File: src/rtl/adder_chunked_nbit_if.sv
// Handshake and operand bundle for the chunked adder.
// master drives operands and accepts results.
interface adder_chunked_nbit_if #(
  parameter int N = 16
);
  logic         in_valid;
  logic         in_ready;
  logic [N-1:0] a;
  logic [N-1:0] b;
  logic         carry_in;
  logic         sub;
  logic         out_valid;
  logic         out_ready;
  logic [N-1:0] sum;
  logic         carry_out;
  logic         overflow;

  modport master (
    output in_valid, a, b, carry_in, sub, out_ready,
    input  in_ready, out_valid, sum, carry_out, overflow
  );

  modport slave (
    input  in_valid, a, b, carry_in, sub, out_ready,
    output in_ready, out_valid, sum, carry_out, overflow
  );
endinterface

File: src/rtl/adder_chunked_nbit.sv
// Multi-cycle N-bit add/sub, one W-bit slice per clock,
// carry rippled through a register between slices.
module adder_chunked_nbit #(
  parameter int N = 16,
  parameter int W = 8
) (
  input logic                  clk,
  input logic                  rst_n,
  adder_chunked_nbit_if.slave  bus
);
  localparam int CHUNKS = (N + W - 1) / W;
  localparam int L      = N - (CHUNKS - 1) * W;
  localparam int KW     = (CHUNKS > 1) ? $clog2(CHUNKS) : 1;

  typedef enum logic [1:0] {
    IDLE,
    RUN,
    DONE
  } state_t;

  state_t         state_q;
  state_t         state_d;
  logic [N-1:0]   a_q;
  logic [N-1:0]   b_q;
  logic [N-1:0]   sum_q;
  logic           c_q;
  logic           co_q;
  logic           ov_q;
  logic [KW-1:0]  k_q;

  int             sh;
  logic [W-1:0]   a_sl;
  logic [W-1:0]   b_sl;
  logic [W:0]     s;
  logic [N-1:0]   wmask;
  logic [N-1:0]   wdata;
  logic           last;
  logic           co_last;
  logic           ci_last;

  assign bus.in_ready  = (state_q == IDLE);
  assign bus.out_valid = (state_q == DONE);
  assign bus.sum       = sum_q;
  assign bus.carry_out = co_q;
  assign bus.overflow  = ov_q;

  // Current slice: operand bits, W-bit add, write mask
  always_comb begin
    sh      = int'(k_q) * W;
    a_sl    = W'(a_q >> sh);
    b_sl    = W'(b_q >> sh);
    s       = {1'b0, a_sl} + {1'b0, b_sl} + {{W{1'b0}}, c_q};
    wmask   = N'({W{1'b1}}) << sh;
    wdata   = N'(s[W-1:0]) << sh;
    last    = (k_q == KW'(CHUNKS - 1));
    co_last = s[L];
    ci_last = a_sl[L-1] ^ b_sl[L-1] ^ s[L-1];
  end

  // State register
  always_ff @(posedge clk or negedge rst_n) begin
    if (!rst_n) state_q <= IDLE;
    else        state_q <= state_d;
  end

  // Next-state logic
  always_comb begin
    state_d = state_q;
    unique case (state_q)
      IDLE: if (bus.in_valid) state_d = RUN;
      RUN:  if (last) state_d = DONE;
      DONE: if (bus.out_ready) state_d = IDLE;
      default: state_d = IDLE;
    endcase
  end

  // Operand capture and per-slice accumulate
  always_ff @(posedge clk or negedge rst_n) begin
    if (!rst_n) begin
      a_q   <= '0;
      b_q   <= '0;
      sum_q <= '0;
      c_q   <= 1'b0;
      co_q  <= 1'b0;
      ov_q  <= 1'b0;
      k_q   <= '0;
    end else begin
      unique case (state_q)
        IDLE: begin
          if (bus.in_valid) begin
            a_q <= bus.a;
            b_q <= bus.sub ? ~bus.b : bus.b;
            c_q <= bus.sub ? 1'b1 : bus.carry_in;
            k_q <= '0;
          end
        end
        RUN: begin
          sum_q <= (sum_q & ~wmask) | (wdata & wmask);
          c_q   <= s[W];
          k_q   <= k_q + KW'(1);
          if (last) begin
            co_q <= co_last;
            ov_q <= co_last ^ ci_last;
          end
        end
        default: ;
      endcase
    end
  end
endmodule

File: src/flat_wrapper.sv
// flat-port wrapper written by rule: the top's interface ports become plain ports
module adder_chunked_nbit_flat 
#(
  parameter int N = 16,
  parameter int W = 8
)
  (clk, rst_n, bus_in_valid, bus_a, bus_b, bus_carry_in, bus_sub, bus_out_ready, bus_in_ready, bus_out_valid, bus_sum, bus_carry_out, bus_overflow);
  adder_chunked_nbit_if #(.N(N)) bus_i ();
  input logic clk;
  input logic rst_n;
  input wire logic [$bits(bus_i.in_valid)-1:0] bus_in_valid;
  input wire logic [$bits(bus_i.a)-1:0] bus_a;
  input wire logic [$bits(bus_i.b)-1:0] bus_b;
  input wire logic [$bits(bus_i.carry_in)-1:0] bus_carry_in;
  input wire logic [$bits(bus_i.sub)-1:0] bus_sub;
  input wire logic [$bits(bus_i.out_ready)-1:0] bus_out_ready;
  output wire logic [$bits(bus_i.in_ready)-1:0] bus_in_ready;
  output wire logic [$bits(bus_i.out_valid)-1:0] bus_out_valid;
  output wire logic [$bits(bus_i.sum)-1:0] bus_sum;
  output wire logic [$bits(bus_i.carry_out)-1:0] bus_carry_out;
  output wire logic [$bits(bus_i.overflow)-1:0] bus_overflow;
  assign bus_i.in_valid = bus_in_valid;
  assign bus_i.a = bus_a;
  assign bus_i.b = bus_b;
  assign bus_i.carry_in = bus_carry_in;
  assign bus_i.sub = bus_sub;
  assign bus_i.out_ready = bus_out_ready;
  assign bus_in_ready = bus_i.in_ready;
  assign bus_out_valid = bus_i.out_valid;
  assign bus_sum = bus_i.sum;
  assign bus_carry_out = bus_i.carry_out;
  assign bus_overflow = bus_i.overflow;
  adder_chunked_nbit #(.N(N), .W(W)) u_core (.clk(clk), .rst_n(rst_n), .bus(bus_i));
endmodule
File: config.mk
export PLATFORM = sky130hd
export DESIGN_NAME = adder_chunked_nbit_flat
export DESIGN_NICKNAME = d
export VERILOG_FILES = /design/src/rtl/adder_chunked_nbit_if.sv /design/src/rtl/adder_chunked_nbit.sv /design/src/flat_wrapper.sv
export SDC_FILE = /design/constraint.sdc
export NUM_CORES = 1
export LEC_CHECK = 0
export ABC_AREA = 0
export CAP_MARGIN = 5
export CORE_MARGIN = 8
export CORE_UTILIZATION = 40
export CTS_CLUSTER_SIZE = 30
export DETAILED_ROUTE_END_ITERATION = 10
export PLACE_DENSITY_LB_ADDON = 0.12
export SYNTH_ARGS = -nofsm -noshare
export SYNTH_HDL_FRONTEND = slang
export SYNTH_SLANG_ARGS = --single-unit
File: constraint.sdc
create_clock -name clk -period 3.95 [get_ports clk]
set_input_delay 0.395 -clock clk [delete_from_list [all_inputs] [get_ports clk]]
set_output_delay 0.395 -clock clk [all_outputs]
set_load 0.005 [all_outputs]
### Yosys cells after proc, flatten, opt, wreduce, memory -nomap -nowiden

Cells that the tools add are included.

| operators by class | value |
|---|---|
| $add $sub $neg | 3 |
| equal/unequal tests | 5 |
| shifts and indexed selects | 4 |
| mux-type cells | 10 |
| bitwise operators | 8 |
| reduce and logical (&&, ||, !) cells | 6 |

Operator list:

| operator | number |
|---|---|
| 16-bit AND | 2 |
| 16-bit inverter | 2 |
| 16-bit by 4-bit >> shifter with 8-bit output | 2 |
| 16-bit two-way mux | 1 |
| 16-bit OR | 1 |
| 8-bit by 4-bit << shifter with 16-bit output | 1 |
| 8-bit by 4-bit << shifter with 16-bit output, first input constant | 1 |
| 8-bit by 8-bit adder with 9-bit output | 1 |
| 9-bit by 1-bit adder with 9-bit output | 1 |
| 2-bit two-way mux | 3 |
| 2-bit case mux with 3 select lines | 1 |
| 2-bit AND reduction | 3 |
| 2-bit != test, second input constant | 2 |
| 1-bit case mux with 2 select lines | 2 |
| 1-bit two-way mux | 3 |
| 3-bit AND reduction | 1 |
| 1-bit bitwise XOR | 3 |
| 2-bit by 1-bit equality test with 1-bit output, second input constant | 1 |
| 2-bit equality test, second input constant | 1 |
| 2-bit zero test | 1 |
| 2-bit by 1-bit != test with 1-bit output, second input constant | 1 |
| 2-bit nonzero test | 1 |
| 1-bit adder, second input constant | 1 |

| storage, ports and cells | value |
|---|---|
| flip-flop bits (word level) | 54 |
| input bits | 38 |
| output and inout bits | 20 |
| word-level logic and storage cells | 44 |

### Logic depth before layout (Yosys ltp)

| logic depth | value |
|---|---|
| depth after elaboration | 6 |
| gate-level depth with buffers | 10 |
| mapped depth without buffers | 8 |

### Worst setup path after synthesis

Ideal clock, no wire load.

| path | value |
|---|---|
| path kind | register to register |
| start | reg u_core.k_q |
| end | reg u_core.ov_q (netlist: u_core.bus.overflow) |
| setup time | 131 ps |
| arrival | 2734 ps |
| required time | 3819 ps |
| path slack | 1085 ps |
| cell stages (with the launch flop) | 11 |
| path buffers | 2 |
| clock period less this slack | 2865 ps |
| cell sequence | dfrtp_1 -> buf_2 -> buf_2 -> mux2_2 -> fa_1 -> fa_1 -> a21o_1 -> a21oi_1 -> o31a_1 -> xnor2_1 -> o21ai_1 |

| on the way | value |
|---|---|
| longest elaborated chain between the ends | 5 |

RTL lines:

| element | line | RTL |
|---|---|---|
| start: declaration | adder_chunked_nbit.sv:29 | `logic [KW-1:0] k_q;` |
| start signal: assignment | adder_chunked_nbit.sv:100 | `k_q <= k_q + KW'(1);` |
| 16-bit by 4-bit >> shifter with 8-bit output, on equally long branches | adder_chunked_nbit.sv:50, adder_chunked_nbit.sv:51 |  |
| 8-bit by 8-bit adder with 9-bit output | adder_chunked_nbit.sv:52 | `s = {1'b0, a_sl} + {1'b0, b_sl} + {{W{1'b0}}, c_q};` |
| 9-bit by 1-bit adder with 9-bit output | adder_chunked_nbit.sv:52 |  |
| 1-bit bitwise XOR | adder_chunked_nbit.sv:57 | `ci_last = a_sl[L-1] ^ b_sl[L-1] ^ s[L-1];` |
| 1-bit bitwise XOR | adder_chunked_nbit.sv:103 | `ov_q <= co_last ^ ci_last;` |
| end signal: assignment | adder_chunked_nbit.sv:103 |  |
| end: declaration | adder_chunked_nbit.sv:28 | `logic ov_q;` |

Several ways; a longest one is shown, not always the timed one.
A chain may end at the register's enable or synchronous reset.

### Worst setup path after layout

Same ends and word-level chain as after synthesis.

==> flow_metrics.py <==
metrics = {
    "clocking": {
        "htreeDepth": 2,
        "cts_max_path_buffers": 2,
        "postCtsResizedCells": 0,
        "cts_made_buffers": 5,
        "post_cts_buffers": 0,
        "clkTransAtPathRegs_ns": 0.10,
        "clock_sinks": 54,
        "insertion_delay_ns": 0.31,
        "cts-root-buf": "clkbuf_8",
        "postCtsHoldBufs": 0,
        "tritoncts": "yes",
    },
    "setup_path": {
        "critPathKind": "flip-flop to flip-flop",
        "rrSetupSlack_ns": 1.10,
        "r2r.worst_path.cells": 8,
        "path_buf_inv": 0,
        "crit_top_cell": "fa_1",
        "r2r-start": "u_core.k_q",
        "r2r-end": "u_core.bus.overflow",
        "critPathTopFamily": "adder cells",
        "cp_max_fo": 8,
        "cp_cell_sequence": "mux2_2 -> fa_1 -> fa_1 -> a21o_1 -> a21oi_1 -> o31a_1 -> xnor2_1 -> o21ai_1",
        "start_kind": "flip-flop",
        "slowest_delay_ns": 0.49,
        "crit_path_top_delay_cell": "dfrtp_1",
        "cp-end-kind": "flip-flop",
        "cp_data_required_time_ns": 4.12,
        "arrival_ns": 3.02,
    },
    "die": {
        "die_w_um": 97.40,
        "core-area_mm2": 0.006386,
        "die_area_mm2": 0.009486,
        "start_util_pct": 41.50,
        "io_pins": 58,
        "die_y_um": 97.40,
        "rows": 29,
    },
    "sta": {
        "finClkSkew_ns": 0.006698,
        "min_period_ns": 2.846,
        "rsz0062_at_grt": "false",
        "drv_slew": 0,
        "slew_headroom_pct": 37.96,
        "setup_violations": 0,
        "fmax_ghz": 0.3514,
        "hold_violations": 0,
        "finalCritPeriodShare_pct": 72.05,
        "setup_tns_ns": 0,
        "tightest_slew_ns": 0.9306,
    },
    "synth": {
        "ys_types": 28,
        "synth_nets": 276,
        "yosys-top-cells-area": "dfrtp_1 51%, mux2_1 7.6%, mux2_2 7.6%",
        "postSynthAreaPerCell_um2": 11.57,
        "synth_top_cell_by_area": "dfrtp_1",
        "synth_area_mm2": 0.002650,
        "yosys_warnings": 0,
        "syn_inst": 229,
        "yosysSeqAreaShare_pct": 50.99,
        "synth_top_cell_area_share_pct": 50.99,
        "synth_seq_cells": 54,
    },
    "detailed_routing": {
        "ant_nets": 0,
        "drc_errors": 0,
        "wl_per_cell_um": 14.68,
        "dr.pass1.iters": 4,
        "viasPerCell": 4.908,
        "vias": 1762,
        "wirelength_mm": 5.269,
        "drt_iter0_drc": 37,
    },
    "layout": {
        "drive_above_1_share_pct": 11.35,
        "final_common_cell": "clkdlybuf4s50_1",
        "area_delta_synth_final_pct": 26.01,
        "postLayoutCellArea_mm2": 0.003339,
        "final_nets": 329,
        "n_antenna_cell": 0,
        "mostFrequentLayoutCells": "56 x clkdlybuf4s50_1, 54 x dfrtp_1, 21 x a21oi_1",
    },
    "pwr": {
        "total_power_mw": 3.170,
        "cellPowerDensity_mw_per_mm2": 949.4,
        "p_leak_nw": 1.379,
        "ir_drop_mv": 0.3968,
    },
    "run": {
        "maxCapViolations": 0,
    },
    "min_path": {
        "hold_path.class": "input port to async pin",
    },
    "placed_design": {
        "placed_area_mm2": 0.003261,
        "gp_congestion": 0.7291,
        "io_buffers": 57,
        "dp_hpwl_mm": 3.956,
    },
    "grt": {
        "grt_pass1_vias": 1905,
        "grt_use_total_pct": 11.62,
        "grt_max_degree": 55,
        "antenna_found_initial": 0,
        "grt.overflow.total": 0,
        "grt_pass1_wl_mm": 9.218,
    },
    "outcome": {
        "status": "complete, no violations",
    },
}
-- worst max-delay path by stage --
stage / startpoint / endpoint / depth (start not counted)
global placement: u_core.k_q / u_core.bus.overflow / 8
finish: u_core.k_q / u_core.bus.overflow / 8
detailed placement: u_core.k_q / u_core.bus.overflow / 8
global route: u_core.k_q / u_core.bus.overflow / 8
CTS: u_core.k_q / u_core.bus.overflow / 8
floorplan: u_core.k_q / u_core.bus.overflow / 10
-- cell families (layout without fill, tap and decap cells) --
group	after synthesis	count (layout)	share of synthesized area (%)
buffers and inverters	14	67	2.691
XOR/XNOR	23	23	7.601
AO/OA/AOI/OAI	50	50	11.14
AND/OR/NAND/NOR	43	43	7.460
adder cells (fa/ha/maj)	9	9	4.816
flip-flops	54	54	50.99
multiplexers	36	36	15.30
-- cell usage after synthesis --
cell and n:
o21ai_1 13, nor2_1 18, fa_1 2, a211oi_4 1, a21o_1 4, xor2_1 4, xnor2_1 19, inv_1 1
and2_1 1, a211oi_2 1, mux2_1 18, nor4b_4 1, mux2_2 18, o21a_1 1, o21ai_0 6, buf_4 2
clkbuf_1 2, o31a_1 1, nand2b_1 3, buf_2 9, nand2_1 18, o221ai_1 1, o21bai_1 1, dfrtp_1 54
nand3b_1 1, a21oi_1 21, or2_1 1, ha_1 7
-- cell type report --
cell class,count,area [um2]
clock buffers,5,68.82
repair buffers,59,580.6
well taps,77,96.34
flip-flops and latches,54,1351
multi-input cells,161,1229
fillers,573,3047
clock inverters,2,10.01
inverters,1,3.754
-- power by group --
part,switching (mW),total [mW],internal [mW]
clock network,0.176,0.296,0.120
registers,0.152,0.989,0.837
logic,0.949,1.89,0.936
total,1.28,3.17,1.89
-- layer usage --
metal	GRT usage [%]	wire, um	vias to the layer above
li1	-	-	882
met1	14.69	2544	825
met2	17.80	2366	44
met3	3.770	250	11
met4	4.779	108	0
met5	0	0	-
-- stage by stage --
stage          hold WS (ns)  cells  setup WS, ns  util (%)
3_3_place_gp         0.4611    352         1.195     51.06
2_1_floorplan       0.09941    229         1.085         -
3_5_place_dp         0.4707    352         1.117     51.06
6_report             0.1928    359         1.104     52.29
4_1_cts              0.2283    359         1.100     52.29
5_1_grt              0.2594    359        0.9769     52.29
(Power assumes the default switching activity.)
